<file path="src/rtl/antares_div_unit.sv">
// Multi-cycle radix-2 restoring divider, signed/unsigned, one quotient bit per clock.
// Results are registered and held until the next completed operation; flush aborts silently.
module antares_div_unit #(
    parameter int WIDTH = 32
) (
    input  logic             clk,
    input  logic             rst_n,
    input  logic             op_divs,
    input  logic             op_divu,
    input  logic [WIDTH-1:0] dividend,
    input  logic [WIDTH-1:0] divisor,
    input  logic             flush,
    output logic [WIDTH-1:0] quotient,
    output logic [WIDTH-1:0] remainder,
    output logic             busy,
    output logic             done
);

    localparam int CW = $clog2(WIDTH) + 1;

    typedef enum logic {IDLE, BUSY} state_t;

    state_t           state;
    logic [CW-1:0]    cnt;
    logic [WIDTH-1:0] acc;       // partial remainder
    logic [WIDTH-1:0] qsh;       // dividend shifts out as quotient bits shift in
    logic [WIDTH-1:0] dvs;
    logic [WIDTH-1:0] orig_dvd;
    logic             neg_q, neg_r, dz;

    logic [WIDTH:0]   trial;
    logic [WIDTH-1:0] acc_nx, qsh_nx, q_fix, r_fix;
    logic             sgn, dvd_neg, dvs_neg;
    logic [WIDTH-1:0] dvd_mag, dvs_mag;

    always_comb begin
        // acc < dvs always holds, so bit WIDTH of the trial difference is the borrow
        trial = {acc, qsh[WIDTH-1]} - {1'b0, dvs};
        if (!trial[WIDTH]) begin
            acc_nx = trial[WIDTH-1:0];
            qsh_nx = {qsh[WIDTH-2:0], 1'b1};
        end else begin
            acc_nx = {acc[WIDTH-2:0], qsh[WIDTH-1]};
            qsh_nx = {qsh[WIDTH-2:0], 1'b0};
        end
        q_fix = neg_q ? (~qsh_nx + 1'b1) : qsh_nx;
        r_fix = neg_r ? (~acc_nx + 1'b1) : acc_nx;

        sgn     = op_divs;
        dvd_neg = sgn & dividend[WIDTH-1];
        dvs_neg = sgn & divisor[WIDTH-1];
        dvd_mag = dvd_neg ? (~dividend + 1'b1) : dividend;
        dvs_mag = dvs_neg ? (~divisor + 1'b1) : divisor;
    end

    always_ff @(posedge clk or negedge rst_n) begin
        if (!rst_n) begin
            state     <= IDLE;
            cnt       <= '0;
            acc       <= '0;
            qsh       <= '0;
            dvs       <= '0;
            orig_dvd  <= '0;
            neg_q     <= 1'b0;
            neg_r     <= 1'b0;
            dz        <= 1'b0;
            quotient  <= '0;
            remainder <= '0;
            busy      <= 1'b0;
            done      <= 1'b0;
        end else begin
            done <= 1'b0;
            case (state)
                IDLE: begin
                    if ((op_divs || op_divu) && !flush) begin
                        state    <= BUSY;
                        busy     <= 1'b1;
                        cnt      <= '0;
                        acc      <= '0;
                        qsh      <= dvd_mag;
                        dvs      <= dvs_mag;
                        orig_dvd <= dividend;
                        neg_q    <= dvd_neg ^ dvs_neg;
                        neg_r    <= dvd_neg;
                        dz       <= (divisor == '0);
                    end
                end
                BUSY: begin
                    if (flush) begin
                        state <= IDLE;
                        busy  <= 1'b0;
                        cnt   <= '0;
                    end else begin
                        acc <= acc_nx;
                        qsh <= qsh_nx;
                        cnt <= cnt + 1'b1;
                        if (cnt == CW'(WIDTH - 1)) begin
                            state     <= IDLE;
                            busy      <= 1'b0;
                            done      <= 1'b1;
                            cnt       <= '0;
                            quotient  <= dz ? '1 : q_fix;
                            remainder <= dz ? orig_dvd : r_fix;
                        end
                    end
                end
                default: state <= IDLE;
            endcase
        end
    end

endmodule

</file>
<file path="config.mk">
export PLATFORM = sky130hd
export DESIGN_NAME = antares_div_unit
export DESIGN_NICKNAME = d
export VERILOG_FILES = /design/src/rtl/antares_div_unit.sv
export SDC_FILE = /design/constraint.sdc
export NUM_CORES = 1
export LEC_CHECK = 0
export BUFFER_PORTS_ARGS = -buffer_cell sky130_fd_sc_hd__buf_2
export CAP_MARGIN = 20
export CORE_MARGIN = 2
export CORE_UTILIZATION = 30
export CTS_BUF_LIST = sky130_fd_sc_hd__clkbuf_4 sky130_fd_sc_hd__clkbuf_8 sky130_fd_sc_hd__clkbuf_16
export DETAILED_ROUTE_END_ITERATION = 10
export GPL_ROUTABILITY_DRIVEN = 0
export GPL_TIMING_DRIVEN = 0
export PLACE_DENSITY = 0.57
export SLEW_MARGIN = 20
export SYNTH_ARGS = -nofsm -noshare
export SYNTH_HDL_FRONTEND = slang
export SYNTH_SLANG_ARGS = --single-unit
</file>
<file path="constraint.sdc">
create_clock -name clk -period 11.9 [get_ports clk]
set_input_delay 1.785 -clock clk [delete_from_list [all_inputs] [get_ports clk]]
set_output_delay 1.785 -clock clk [all_outputs]
set_load 0.1 [all_outputs]
</file>
-- After elaboration in Yosys (flattened, before gate mapping)
Cells that the tools add are included.
- flip-flop bits (word level): 204
- input bits: 69
- output and inout port bits: 66
- logic and storage cells: 69
- $add $sub $neg: 6
- equality and inequality tests: 4
- mux-type cells: 29
- bitwise operators: 9
- reductions and logical operators: 8
- operators with widths (operator ; count):
    two-way mux 32 bit ; 11
    adder 32 x 1 -> 32 bit, second input constant ; 4
    NOT 32 bit ; 4
    case mux 32 bit (2 select lines) ; 2
    subtractor 33 x 32 -> 33 bit ; 1
    zero test 32 bit ; 1
    two-way mux 6 bit ; 3
    case mux 6 bit (2 select lines) ; 1
    two-way mux 1 bit ; 10
    adder 6 x 1 -> 6 bit, second input constant ; 1
    == test 6 x 5 -> 1 bit, second input constant ; 1
    AND reduction 2 bit ; 3
    inequality test 2 bit, second input constant ; 2
    case mux 1 bit (2 select lines) ; 2
    inequality test 3 x 2 -> 1 bit, second input constant ; 1
    AND reduction 3 bit ; 1
    AND 1 bit ; 2
    NOT 1 bit ; 2
    logical AND 1 bit ; 1
    zero test 1 bit ; 1
    logical OR 1 bit ; 1
    XOR 1 bit ; 1

-- Logic depth before layout (Yosys ltp)
- depth after elaboration: 6
- depth in mapped cells: 25
- mapped depth without buffers: 23

-- Worst setup path after synthesis
OpenSTA, ideal clock, no wires.
- path kind: reg-to-reg
- from: register qsh[31]
- to: register remainder[28]
- setup time: 0.131 ns
- arrival time: 4.889 ns
- required time: 11.769 ns
- slack: 6.879 ns
- cell stages (with the launch flop): 26
- path buffers: 2
- period minus slack after synthesis: 5.021 ns
- cells stage by stage: dfrtp_1 inv_1 ha_1 inv_1 fa_1 a211oi_2 o31ai_4 o211ai_4 a211oi_4 nor3_2 nor2_4 inv_2 buf_2 buf_1 nor2_1 a21oi_1 ha_1 nand2b_1 nand2b_1 nor4_1 o21ai_0 a211oi_2 nand4_4 or4_1 o21ai_1 o31ai_1
- cells in the longest elaborated chain, start to end: 6
- RTL lines (element ; RTL line ; RTL):
    start: declaration ; 26 ; logic [WIDTH-1:0] qsh;
    start signal: assignment ; 80 ; qsh <= dvd_mag;
    start signal: assignment ; 95 ; qsh <= qsh_nx;
    subtractor 33 x 32 -> 33 bit ; 38 ; trial = {acc, qsh[WIDTH-1]} - {1'b0, dvs};
    two-way mux 32 bit (*) ; 39 ; if (!trial[WIDTH]) begin
    NOT 32 bit ; 47 ; r_fix = neg_r ? (~acc_nx + 1'b1) : acc_nx;
    adder 32 x 1 -> 32 bit ; 47 ;
    two-way mux 32 bit (*) ; 47 ;
    two-way mux 32 bit (*) ; 103 ; remainder <= dz ? orig_dvd : r_fix;
    end signal: assignment ; 103 ;
    end: declaration ; 14 ; output logic [WIDTH-1:0] remainder,
Every way passes the cells marked *; elsewhere a longest branch is shown, timed or not.
A chain may end at the register's enable or synchronous reset.

-- Worst setup path after layout
- from: register qsh[31]
- to: register remainder[30]
Same word-level chain as after synthesis.

==> flow_summary.yaml <==
logic_synthesis:
  synth-edff-count: 0
  adder_cell_share_of_the_synthesized_area_pct: 3.56
  synthesis.nets: 1783
  yosys-mux-area-fraction_pct: 1.96
  synth-seq-area-share_pct: 37.6
  synthXorXnorAreaFrac_pct: 8.65
  synth_simple_gate_area_share_pct: 21.2
  post_synthesis_cell_area_mm2: 0.0136
  synth.area.top_cells: "sky130_fd_sc_hd__dfrtp_1 38%, sky130_fd_sc_hd__nand2_1 7.7%, sky130_fd_sc_hd__o21ai_0 5.8%"
  synthCells: 1676
  synth_largest_type_area_fraction_pct: 37.6
  combinational_family_with_the_most_area_after_synthesis: "compound AO/OA/AOI/OAI gates"
  synth-warning-count: 0
  synth_area_per_cell_um2: 8.09
  synthesized_area_fraction_occupied_by_ao_oa_aoi_and_oai_cells_pct: 22.7
  synthesized_flop_and_latch_total: 204
  synth_top_area_cell: "sky130_fd_sc_hd__dfrtp_1"
  async_flop_share_pct: 100
  ys_dominant_reg_cell: "sky130_fd_sc_hd__dfrtp_1"
  synth.distinct_cells: 90
die:
  die_height_um: 217
  initial_core_util_pct: 30.5
  floorplan.core_area_mm2: 0.0444
  die_area_mm2: 0.0469
  io_pins: 135
  die_w_um: 217
  num_rows: 77
clocking:
  cts_sinks: 204
  postCtsSetupBuffers: 0
  worst_skew_pair.late_latency_ps: 540
  ctsRootBufferMaster: "sky130_fd_sc_hd__clkbuf_16"
  cts_hold_repair.buffers: 0
  deepest_level_of_the_cts_h_tree: 1
  cts_tree: "done"
  worst_setup_hold_path_clk_slew_ps: 60
  ctsLongestPathBuffers: 3
  cts.repair.resized: 0
  cts_made_buffers: 23
worst_setup_path:
  r2r_slack_ps: 4850
  worstRegToRegCells: 25
  r2r_end: "remainder[30]"
  cp-end-kind: "register"
  timing.critical_path.arrival_ps: 7470
  critPathRequiredTime_ps: 12320
  crit_path_start_kind: "register"
  cp_max_fo: 11
  critPathKind: "reg -> reg"
  rr_startpoint: "qsh[31]"
  crit_slowest_cell: "sky130_fd_sc_hd__buf_1"
  critical_path.max_stage_delay_ps: 810
pwr:
  power_switching_uw: 2230
  power_per_cell_area_mw_per_mm2: 283
  p_leak_uw: 0.00710
  power.combinational.fraction_pct: 61.6
  share_clk_of_total_power_pct: 16.5
  pwr-share-seq_pct: 22.0
  worst_ir_drop_vdd_mv: 0.151
  fraction_of_power_spent_switching_nets_pct: 50.0
  p_int_uw: 2240
final_layout:
  final_cell_mix: "277 x sky130_fd_sc_hd__nand2_1, 204 x sky130_fd_sc_hd__dfrtp_1, 157 x sky130_fd_sc_hd__o21ai_0, 153 x sky130_fd_sc_hd__nor2_1, 152 x sky130_fd_sc_hd__a21oi_1"
  area_delta_synth_final_pct: 16.5
  finalNetCount: 1943
  layout.area.seq_mm2: 0.00510
  filler_cell_count: 4648
  mostFrequentLayoutCell: "sky130_fd_sc_hd__nand2_1"
  multi_input_gate_area_mm2: 0.00787
  fin_util_pct: 35.6
  fraction_of_final_layout_cells_with_drive_strength_greater_than_1_pct: 12.9
timing:
  clock.fmax_ghz: 0.142
  period_minus_ws_final_ps: 7050
  report.final.slew_viol_count: 0
  fin_crit_sh_pct: 59.2
  final.setup.tns_ps: 0
  hold_viol: 0
  slew-limit-headroom_pct: 21.1
  worst-slew-pin-transition_ps: 1150
  finalSetupViolations: 0
  fin_worst_hold_slack_ps: 478
  worst_clock_skew_ps: 13.7
  rsz0062_at_grt: "no"
routing:
  routed-via-count: 13048
  pre_antenna_drt_iters: 5
  detail_route.wl_per_cell_um: 18.9
  number_of_drc_markers_after_the_initial_detailed_route_iteration: 977
  via_per_inst: 5.33
  remaining_number_of_nets_flagged_by_the_antenna_check_after_routing: 0
  wirelength_mm: 46.4
  drc: 0
grt:
  antenna_found_initial: 8
  overall_global_routing_usage_pct: 19.6
  maximum_number_of_pins_on_one_net_before_global_route_repair: 95
  grt-ovfl-total: 0
  number_of_global_route_vias_before_repair: 12584
  grt_pass1_wl_mm: 72.0
min_path:
  holdPathEnd: "orig_dvd[9]"
  worstHoldPathType: "reg -> reg"
  worstHoldStart: "orig_dvd[9]"
  hold_depth: 2
place:
  dp_hpwl_mm: 36.4
  buffer_ports.inserted: 133
outcome:
  outcome: "complete, no violations"
run:
  drv_cap: 0
-- logic make-up (layout without fill, tap and decap cells) --
group	Yosys count	after routing
AND/OR/NAND/NOR	630	630
multiplexers	26	26
XOR/XNOR	134	134
buffers and inverters	152	329
AO/OA/AOI/OAI	492	492
flip-flops	204	204
adder cells (fa/ha/maj)	38	38
other	0	4
-- state kept, by name, indices dropped and copies added, names as in the netlist, 6 cells and up --
register / count
remainder: 32
cnt: 6
dvs: 32
qsh: 32
quotient: 32
orig_dvd: 32
acc: 32
-- final cells by class --
cell class                 count  share of cell area [%]
antenna                        4                  0.0633
buffer                        90                    2.27
clock buffer                  29                    4.04
clock inverter                13                   0.768
inverter                      62                    1.47
multi-input combinational   1320                    49.8
sequential                   204                    32.3
tap                          592                    4.69
timing repair buffer         135                    4.62
-- worst max-delay path, delay by kind of cell (launching register included) --
kind / cells / cell delay [ps]
AO/OA/AOI/OAI: 7 / 1820
adder cells (fa/ha/maj): 3 / 920
buffers and inverters: 5 / 1590
flip-flops: 1 / 410
multiplexers: 1 / 230
AND/OR/NAND/NOR: 9 / 1950
-- stage by stage --
| stage | setup WS (ps) | total power [uW] | std cells | area [um2] |
|---|---|---|---|---|
| 5_1_grt | 4180 | 4780 | 2448 | 15800 |
| 3_5_place_dp | 5010 | 3690 | 2403 | 15000 |
| 3_3_place_gp | 5040 | 3660 | 2401 | 15000 |
| 4_1_cts | 4960 | 4440 | 2445 | 15800 |
| 6_report | 4850 | 4470 | 2449 | 15800 |
| 2_1_floorplan | 6880 | 2960 | 1676 | 13600 |
-- worst max-delay path by stage --
stage                     to     from  depth (start not counted)  slack, ps
6_report       remainder[30]  qsh[31]                         25       4850
5_1_grt        remainder[30]  qsh[31]                         25       4180
4_1_cts        remainder[30]  qsh[31]                         25       4960
3_5_place_dp   remainder[30]  qsh[31]                         25       5010
3_3_place_gp   remainder[28]  qsh[31]                         25       5040
2_1_floorplan  remainder[28]  qsh[31]                         25       6880
-- power groups by stage --
| stage | Combinational [uW] | Sequential (uW) | Clock (uW) |
|---|---|---|---|
| floorplan | 2020 | 941 | 0 |
| global route | 3010 | 999 | 774 |
| finish | 2750 | 981 | 736 |
| detailed placement | 2700 | 991 | 0 |
| CTS | 2710 | 979 | 748 |
| global placement | 2670 | 988 | 0 |
-- routing by layer --
| layer | GRT usage [%] | routed length, um | up-vias |
|---|---|---|---|
| li1 | - | - | 6240 |
| met1 | 27.2 | 21400 | 6344 |
| met2 | 30.1 | 20300 | 371 |
| met3 | 3.47 | 2850 | 83 |
| met4 | 7.88 | 1800 | 10 |
| met5 | 0 | 51 | - |
-- synthesized netlist by cell type, types with 4 or more instances --
cell,instances
sky130_fd_sc_hd__mux2i_1,22
sky130_fd_sc_hd__clkbuf_1,69
sky130_fd_sc_hd__o21ai_1,14
sky130_fd_sc_hd__o31ai_1,21
sky130_fd_sc_hd__a211o_1,6
sky130_fd_sc_hd__dfrtp_1,204
sky130_fd_sc_hd__or2_2,5
sky130_fd_sc_hd__xnor2_1,67
sky130_fd_sc_hd__nand3_1,50
sky130_fd_sc_hd__nand2_1,277
sky130_fd_sc_hd__or3_1,15
sky130_fd_sc_hd__xor2_1,67
sky130_fd_sc_hd__nor3b_1,4
sky130_fd_sc_hd__ha_1,37
sky130_fd_sc_hd__nor2b_1,7
sky130_fd_sc_hd__o21a_1,10
sky130_fd_sc_hd__o21ai_0,157
sky130_fd_sc_hd__buf_1,9
sky130_fd_sc_hd__a21oi_2,4
sky130_fd_sc_hd__mux2_2,4
sky130_fd_sc_hd__a31oi_1,31
sky130_fd_sc_hd__or4_1,7
sky130_fd_sc_hd__and2_1,9
sky130_fd_sc_hd__inv_1,59
sky130_fd_sc_hd__nor4_1,25
sky130_fd_sc_hd__nand4_1,5
sky130_fd_sc_hd__nand2b_1,10
sky130_fd_sc_hd__o211ai_1,7
sky130_fd_sc_hd__a21oi_1,152
sky130_fd_sc_hd__and3_1,11
sky130_fd_sc_hd__a21o_1,14
sky130_fd_sc_hd__o41ai_1,7
sky130_fd_sc_hd__a211oi_1,10
sky130_fd_sc_hd__nor3_1,32
sky130_fd_sc_hd__nor2_1,153
sky130_fd_sc_hd__buf_2,9
(Power assumes the default switching activity.)
